**src/rtl/order_manager.sv**
```systemverilog
`default_nettype none
// +--------------------------------------------------------------------------+
// | order_manager                                                            |
// | Customer order queue, per-order timers, round timer and score feeding    |
// | the renderer. Optional TIME_BONUS_EN: delivery also awards slot-0 secs.  |
// | Revision: 1.0                                                            |
// +--------------------------------------------------------------------------+
module order_manager #(
  parameter int         MAX_ORDERS     = 4,
  parameter int         TICKS_PER_SEC  = 65000000,
  parameter int         ROUND_TIME     = 180,
  parameter int         ORDER_TIME     = 30,
  parameter int         SPAWN_INTERVAL = 20,
  parameter int         DELIVER_POINTS = 20,
  parameter int         EXPIRE_PENALTY = 10,
  parameter logic [2:0] GS_PLAY        = 3'd1
) (
  input  logic            clock,
  input  logic            reset,
  input  logic [2:0]      game_state,
  input  logic            deliver,
  output logic [3:0]      orders,
  output logic [3:0][4:0] order_times,
  output logic [7:0]      time_left,
  output logic [9:0]      point_total,
  output logic            deliver_reject,
  output logic            round_over
);

  localparam int             c_PRESC_W    = (TICKS_PER_SEC > 1) ? $clog2(TICKS_PER_SEC) : 1;
  localparam int             c_SPAWN_W    = $clog2(SPAWN_INTERVAL + 1);
  localparam logic [c_PRESC_W-1:0] c_PRESC_LAST = c_PRESC_W'(TICKS_PER_SEC - 1);
  localparam logic [c_SPAWN_W-1:0] c_SPAWN_LAST = c_SPAWN_W'(SPAWN_INTERVAL);
  localparam logic [3:0]     c_MAX_ORDERS = 4'(MAX_ORDERS);
  localparam logic [4:0]     c_ORDER_TIME = 5'(ORDER_TIME);
  localparam logic [7:0]     c_ROUND_TIME = 8'(ROUND_TIME);
  localparam logic [9:0]     c_PENALTY    = 10'(EXPIRE_PENALTY);

  typedef enum logic [1:0] {
    S_IDLE = 2'd0,
    S_PLAY = 2'd1,
    S_OVER = 2'd2
  } state_t;

  state_t                r_state;
  logic [c_PRESC_W-1:0]  r_presc;
  logic [c_SPAWN_W-1:0]  r_spawn_cnt;
  logic [3:0][4:0]       r_q;
  logic [3:0]            r_orders;
  logic [7:0]            r_time_left;
  logic [9:0]            r_points;
  logic                  r_reject;
  logic                  r_round_over;

  logic                  w_tick;
  logic [10:0]           w_gain;
  logic [3:0][4:0]       w_q;
  logic [3:0]            w_n;
  logic [9:0]            w_score;
  logic [7:0]            w_time;
  logic [c_SPAWN_W-1:0]  w_spawn_inc;
  logic [c_SPAWN_W-1:0]  w_spawn_cnt;
  logic                  w_reject;
  logic                  w_end;

  function automatic logic [3:0][4:0] f_shift(input logic [3:0][4:0] q);
    return {5'd0, q[3], q[2], q[1]};
  endfunction

  function automatic logic [9:0] f_sat_add(input logic [9:0] a, input logic [10:0] b);
    logic [10:0] s;
    s = {1'b0, a} + b;
    return s[10] ? 10'd1023 : s[9:0];
  endfunction

  function automatic logic [9:0] f_sat_sub(input logic [9:0] a, input logic [9:0] b);
    return (a < b) ? 10'd0 : a - b;
  endfunction

  // Bonus uses the oldest order's remaining seconds before this cycle's decrement.
`ifdef TIME_BONUS_EN
  assign w_gain = 11'(DELIVER_POINTS) + {6'd0, r_q[0]};
`else
  assign w_gain = 11'(DELIVER_POINTS);
`endif

  assign w_tick      = (r_presc == c_PRESC_LAST);
  assign w_spawn_inc = r_spawn_cnt + 1'b1;

  // Next queue/score for one PLAY cycle: delivery, then decrement, expiry, spawn.
  always_comb begin
    w_q         = r_q;
    w_n         = r_orders;
    w_score     = r_points;
    w_time      = r_time_left;
    w_spawn_cnt = r_spawn_cnt;
    w_reject    = 1'b0;
    w_end       = 1'b0;

    if (deliver) begin
      if (w_n != 4'd0) begin
        w_score = f_sat_add(w_score, w_gain);
        w_q     = f_shift(w_q);
        w_n     = w_n - 4'd1;
      end else begin
        w_reject = 1'b1;
      end
    end

    if (w_tick) begin
      w_time = r_time_left - 8'd1;
      w_end  = (r_time_left == 8'd1);
      for (int i = 0; i < 4; i++) begin
        if (4'(i) < w_n) begin
          w_q[i] = w_q[i] - 5'd1;
        end
      end

      if ((w_n != 4'd0) && (w_q[0] == 5'd0)) begin
        w_q     = f_shift(w_q);
        w_n     = w_n - 4'd1;
        w_score = f_sat_sub(w_score, c_PENALTY);
      end

      if (w_spawn_inc == c_SPAWN_LAST) begin
        w_spawn_cnt = '0;
        if (w_n < c_MAX_ORDERS) begin
          for (int i = 0; i < 4; i++) begin
            if (w_n == 4'(i)) begin
              w_q[i] = c_ORDER_TIME;
            end
          end
          w_n = w_n + 4'd1;
        end
      end else begin
        w_spawn_cnt = w_spawn_inc;
      end
    end
  end

  always_ff @(posedge clock or negedge reset) begin
    if (!reset) begin
      r_state      <= S_IDLE;
      r_presc      <= '0;
      r_spawn_cnt  <= '0;
      r_q          <= '0;
      r_orders     <= 4'd0;
      r_time_left  <= 8'd0;
      r_points     <= 10'd0;
      r_reject     <= 1'b0;
      r_round_over <= 1'b0;
    end else begin
      r_reject     <= 1'b0;
      r_round_over <= 1'b0;
      case (r_state)
        S_IDLE: begin
          if (game_state == GS_PLAY) begin
            r_state     <= S_PLAY;
            r_time_left <= c_ROUND_TIME;
            r_points    <= 10'd0;
            r_q         <= {15'd0, c_ORDER_TIME};
            r_orders    <= 4'd1;
            r_presc     <= '0;
            r_spawn_cnt <= '0;
          end else begin
            r_q      <= '0;
            r_orders <= 4'd0;
          end
        end

        S_PLAY: begin
          if (game_state != GS_PLAY) begin
            r_state  <= S_IDLE;
            r_q      <= '0;
            r_orders <= 4'd0;
          end else begin
            r_presc     <= w_tick ? '0 : r_presc + 1'b1;
            r_spawn_cnt <= w_spawn_cnt;
            r_time_left <= w_time;
            r_points    <= w_score;
            r_reject    <= w_reject;
            if (w_end) begin
              r_state      <= S_OVER;
              r_round_over <= 1'b1;
              r_q          <= '0;
              r_orders     <= 4'd0;
            end else begin
              r_q      <= w_q;
              r_orders <= w_n;
            end
          end
        end

        S_OVER: begin
          if (game_state != GS_PLAY) begin
            r_state  <= S_IDLE;
            r_q      <= '0;
            r_orders <= 4'd0;
          end
        end

        default: r_state <= S_IDLE;
      endcase
    end
  end

  assign orders         = r_orders;
  assign order_times    = r_q;
  assign time_left      = r_time_left;
  assign point_total    = r_points;
  assign deliver_reject = r_reject;
  assign round_over     = r_round_over;

endmodule
`default_nettype wire

```
**config.mk**
```make
export PLATFORM = sky130hd
export DESIGN_NAME = order_manager
export DESIGN_NICKNAME = d
export VERILOG_FILES = /design/src/rtl/order_manager.sv
export SDC_FILE = /design/constraint.sdc
export NUM_CORES = 1
export LEC_CHECK = 0
export ABC_AREA = 1
export CAP_MARGIN = 20
export CORE_MARGIN = 4
export CORE_UTILIZATION = 30
export DETAILED_ROUTE_END_ITERATION = 10
export PLACE_DENSITY = 0.44
export SYNTH_ARGS = -nofsm -noshare
export SYNTH_HDL_FRONTEND = slang
export SYNTH_SLANG_ARGS = --single-unit
```
**constraint.sdc**
```tcl
create_clock -name clock -period 8.7 [get_ports clock]
set_clock_uncertainty 0.2 [all_clocks]
set_input_delay 1.74 -clock clock [delete_from_list [all_inputs] [get_ports clock]]
set_output_delay 1.74 -clock clock [all_outputs]
set_load 0.02 [all_outputs]
```
**Word level (Yosys, flattened, before mapping)**

Index checks and enable logic that the tools add are counted.

- Register bits: 77
- Bits of input ports: 6
- Output and inout port bits: 44

- Add/subtract/negate cells: 12
- $lt $le $gt $ge: 6
- Eq/ne operators: 15
- Mux-type cells: 67
- Reductions and logical operators: 12

Operator list:

| kind | count |
|---|---|
| $mux 20 | 9 |
| $mux 10 | 8 |
| $mux 26 | 3 |
| $mux 5 | 14 |
| $pmux 20 s3 | 1 |
| $pmux 26 s2 | 1 |
| $mux 4 | 10 |
| $add 26x1->26 const B | 1 |
| $eq 26x26->1 const B | 1 |
| $mux 8 | 3 |
| $pmux 10 s2 | 1 |
| $sub 5x1->5 const B | 4 |
| $pmux 8 s2 | 1 |
| $pmux 4 s3 | 1 |
| $add 10x5->11 const B | 1 |
| $lt 10x4->1 const B | 1 |
| $pmux 5 s2 | 1 |
| $sub 10x4->10 const B | 1 |
| $mux 1 | 9 |
| $eq 4x2->1 const B | 2 |
| $eq 8x1->1 const B | 1 |
| $lt 1x4->1 const A | 2 |
| $lt 2x4->1 const A | 2 |
| $mux 2 | 4 |
| other kinds (24) | 30 |

**Logic depth before layout (Yosys ltp)**

- Depth after elaboration: 18
- Mapped depth: 25
- Gate-level depth less buffers: 24

**Least setup slack after synthesis**

OpenSTA, ideal clock, no wires.

- Kind: input -> register
- From: input deliver
- To: register r_q, in the netlist order_times[16]
- Setup time: 137 ps
- Arrival: 3980 ps
- Data required time: 8363 ps
- Setup slack: 4383 ps
- Stages on the path: 22
- Path buffers: 4
- Cells stage by stage: buf_4 nand2_4 buf_2 buf_2 o21a_1 inv_1 ha_1 inv_1 nand3_1 nand2_1 nand2_2 nand2_4 inv_2 nand4_4 buf_6 nand2_1 nand2_2 nor2_2 a21oi_4 nand2_1 nand2_1 o21ai_1

- Longest elaborated chain between the ends: 16
- Elaborated cells on any way between the ends: 25

RTL lines:

| element | line | text |
|---|---|---|
| start: declaration | 21 | `input logic deliver,` |
| branches (longest 12 deep; another with $sub 5x1->5) | -- |  |
| $mux 20 (*) | 110 | `if (w_tick) begin` |
| $mux 20 (*) | 182 | `if (w_end) begin` |
| $mux 20 (*) | 172 | `if (game_state != GS_PLAY) begin` |
| $pmux 20 s3 (*) | 155 | `case (r_state)` |
| end signal: assignment | 161 | `r_q <= {15'd0, c_ORDER_TIME};` |
| end signal: assignment | 188 | `r_q <= w_q;` |
| end: declaration | 48 | `logic [3:0][4:0] r_q;` |

Every way passes the cells marked *. The select of a mux whose other input is x is not followed.
A chain may end at the register's enable or synchronous reset.

**Final worst setup path**

- From: input deliver
- To: register r_points[7] (netlist: point_total[7])

- Longest elaborated chain between the ends: 10
- Elaborated cells on any way between the ends: 17

RTL lines:

| element | line | text |
|---|---|---|
| $mux 20 / $mux 4 (equally long branches) | 100 | `if (deliver) begin` |
| $sub 5x1->5 / $lt 1x4->1 (equally long branches) | 115, 114 |  |
| $mux 5 | 114 | `if (4'(i) < w_n) begin` |
| $mux 5 | 110 |  |
| $logic_not 5->1 | 119 | `if ((w_n != 4'd0) && (w_q[0] == 5'd0)) begin` |
| $logic_and 1x1->1 | 119 |  |
| $mux 10 | 119 |  |
| $mux 10 (*) | 110 |  |
| $mux 10 (*) | 172 |  |
| $pmux 10 s2 (*) | 155 |  |
| end signal: assignment | 180 | `r_points <= w_score;` |
| end: declaration | 51 | `logic [9:0] r_points;` |

Every way passes the cells marked *; elsewhere a longest branch is shown, timed or not. The select of a mux whose other input is x is not followed.

==> metrics.md <==
| Metric | Value |
|---|---|
| Status | `finished, final reports clean` |
| Commonest non-fill, non-tap cell in the layout | `nand2_1` |
| Post-cts sizing count | `0` |
| DR DRC count | `0` |
| Total global-route track usage | `0.162` |
| Num rows | `50` |
| Warnings from Yosys | `0` |
| Worst Hold Class | `reg -> reg` |
| Initial Util | `0.306` |
| CP max stage delay | `approximately 0.61 ns` |
| Commonest non-fill, non-tap cells in the layout | `nand2_1 (184), inv_1 (107), dfrtp_1 (77), nor2_1 (73), o21ai_0 (59)` |
| # diodes | `0` |
| Number of fill cells | `2,005` |
| Number of cells on the worst reg-to-reg path | `22` |
| Fmax | `181 MHz` |
| Core Region | `around 19,000 um^2` |
| Num CTS Buffers | `9` |
| Hold buffers post-CTS | `0` |
| Finish-stage setup viols | `0` |
| Wire per inst | `15.6 um` |
| Netlist Area Pre-Place | `5740 um^2` |
| Number of DRC markers in iteration 0 | `381` |
| Leakage power | `0.00290 uW` |
| Remaining Overflow, GRT | `0` |
| Critical path type | `in -> reg` |
| Crit. path cell count | `20` |
| CP Data Arrival Time | `5.53 ns` |
| Worst-path cell chain | `clkdlybuf4s50_1 -> nand2_4 -> inv_2 -> or2_2 -> o21a_1 -> inv_1 -> ha_1 -> inv_1 -> nand3_1 -> nand2_1 -> nand2_2 -> nand2_4 -> inv_2 -> nand4_4 -> nor2_4 -> inv_1 -> o21ai_1 -> inv_2 -> nand3_1 -> o21ai_1` |
| Avg Cell Area, Syn | `7.01 um^2` |
| PortBufs | `49` |
| Gpl congestion | `0.835` |
| Pwr Total | `1550 uW` |
| WL met3 | `646 um` |
| Initial antenna violation count | `0` |
| Power density cells | `230 nW/um^2` |
| TritonCTS Sinks | `77` |
| Layout cells sized above 1 | `0.0864` |
| Buf+Inv Stages, Crit Path | `7` |
| Least-Margin Pin Slew | `0.947 ns` |
| Max Used Layer | `met4` |
| Met2 wire length | `7.97 mm` |
| Largest delay share family, worst path | `simple AND/OR/NAND/NOR gates` |
| CTS clock-pin slew for the worst setup and hold paths | `0.07 ns` |
| DR pass1 iterations | `4` |
| R2R Path Start | `orders[1]` |
| CP Launch Type | `primary input` |
| Worst setup path startpoint | `deliver` |
| Postcts setup bufs | `0` |
| Die X | `approximately 150 um` |
| Post-DP HPWL | `12.5 mm` |
| PnR worst setup slack | `3.17 ns` |
| First-pass GRT wire length | `28.3 mm` |
| Clk_lat worst skew | `roughly 0.35 ns` |
| P&R area growth vs syn | `17.8%` |
| RSZ-0062 raised after global routing | `false` |
| Final wirelength | `17.2 mm` |
| Hold slack | `0.304 ns` |
| Worst vdd ir | `0.0939 mV` |
| Register bit total from synthesis | `77` |
| Max_cap viols | `0` |
| Vias in the first global route | `5,523` |
| Max FO, Critical Path | `35` |
| Post-synth cell types | `a little over 50` |
| Net Count, Synth | `843` |
| Largest net degree at the start of global routing | `just over 60` |
| Routed Antenna Nets | `0` |
| Mapped Cells | `818` |
| Final core occ | `0.360` |
| Crit path time final | `~5.5 ns` |
| Reg2reg setup slack | `4.33 ns` |
| IO Count | `50` |
| Slowest CP cell | `clkdlybuf4s50_1` |
| Slew Limit Fails | `0` |
| CTS max path bufs | `2` |
| Die Height | `146 um` |
| CTS tree | `yes` |
| Die ar. | `~21,000 um^2` |
| CP required | `8.70 ns` |
| CTS root buf | `clkbuf_16` |
| Critical path endpoint category | `flip-flop` |
| Final #Nets | `roughly 900` |
| Crit share post-route | `0.636` |
| Register area share after synthesis | `0.336` |
| Final setup TNS | `0 ns` |
| Dpl ws | `~2.8 ns` |
| Critical Path End | `point_total[7]` |
| CTS H-tree lvls | `3` |
| Vias | `5,552` |
| Reg2Reg Capture Point | `point_total[7]` |
| Hold Violations, Final | `0` |
| Via-to-Cell Ratio | `5.04` |
| Slew HR | `0.367` |
| M1 wire length | `8.20 mm` |
logic make-up after synthesis:
family | Yosys count | share of synthesized area
and+or+nand+nor | 387 | 0.320
adders and majority gates | 19 | 0.0414
DFF | 77 | 0.336
muxes | 1 | 0.00174
xor gates and xnor gates | 28 | 0.0427
AOI/OAI and AO/OA | 166 | 0.163
buffers and inverters | 140 | 0.0949
registers in the layout (all words and copies together) (netlist names):
register and count:
deliver_reject 1, order_times 20, orders 4, point_total 10
r_presc 26, r_spawn_cnt 5, r_state 2, round_over 1
time_left 8
Yosys cell counts, drive strengths merged:
master	number	area [um^2]
dfrtp	77	1930
and2	1	6.26
ha	19	238
nand2	200	806
inv	119	447
a211oi	2	15.0
nand3	49	273
clkinv	2	7.51
o32ai	2	17.5
nor3	24	148
nor2	80	342
o211ai	2	15.0
xnor2	8	70.1
nand3b	3	22.5
a21oi	46	241
nand4	20	176
mux2i	1	10.0
xor2	20	175
or2	5	31.3
a22o	2	17.5
o31ai	4	30.0
a31oi	3	18.8
a32o	1	10.0
clkbuf	11	41.3
a2bb2oi	1	8.76
nor3b	2	15.0
o21bai	1	7.51
nor4	3	18.8
buf	8	48.8
o21ai	89	472
o22ai	12	75.1
o21a	1	7.51
layout make-up:
cell class                      count  area (um^2)  area share
Clock buffer                       10          229      0.0339
Clock inverter                      6         62.6     0.00926
Inverter                          121          454      0.0672
Multi-Input combinational cell    601         3270       0.483
Sequential cell                    77         1930       0.285
Tap cell                          234          293      0.0433
Timing Repair Buffer               53          526      0.0778
tightest hold or removal path, stage by stage (launching register included):
cell	delay (ns)
dfrtp_1	0.36
nand2_1	0.06
nand2_1	0.05
how the worst min path moves through the flow:
stage | startpoint | endpoint | cells after the start
2_1_floorplan | r_spawn_cnt[4] | r_spawn_cnt[4] | 2
3_3_place_gp | r_spawn_cnt[4] | r_spawn_cnt[4] | 2
3_5_place_dp | order_times[0] | order_times[0] | 2
4_1_cts | order_times[0] | order_times[0] | 2
5_1_grt | r_spawn_cnt[4] | r_spawn_cnt[4] | 2
6_report | order_times[0] | order_times[0] | 2
routing by layer:
metal	GRT usage	up-vias
met5	0	-
met4	0.0630	0
met2	0.264	121
met1	0.215	2633
li1	-	2771
met3	0.0264	27
power breakdown:
| part | internal [uW] | switching, uW | total, uW |
|---|---|---|---|
| Sequential | 438 | 94.7 | 533 |
| Clock | 223 | 165 | 388 |
| Combinational | 236 | 397 | 634 |
| Total | 897 | 657 | 1550 |
per-stage QoR:
step                      instance area (um^2)  cells
after floorplan                           5740    818
after global placement                    6450   1085
after detailed placement                  6450   1085
after CTS                                 6740   1101
after global routing                      6760   1102
final                                     6760   1102
(Power assumes the default switching activity.)
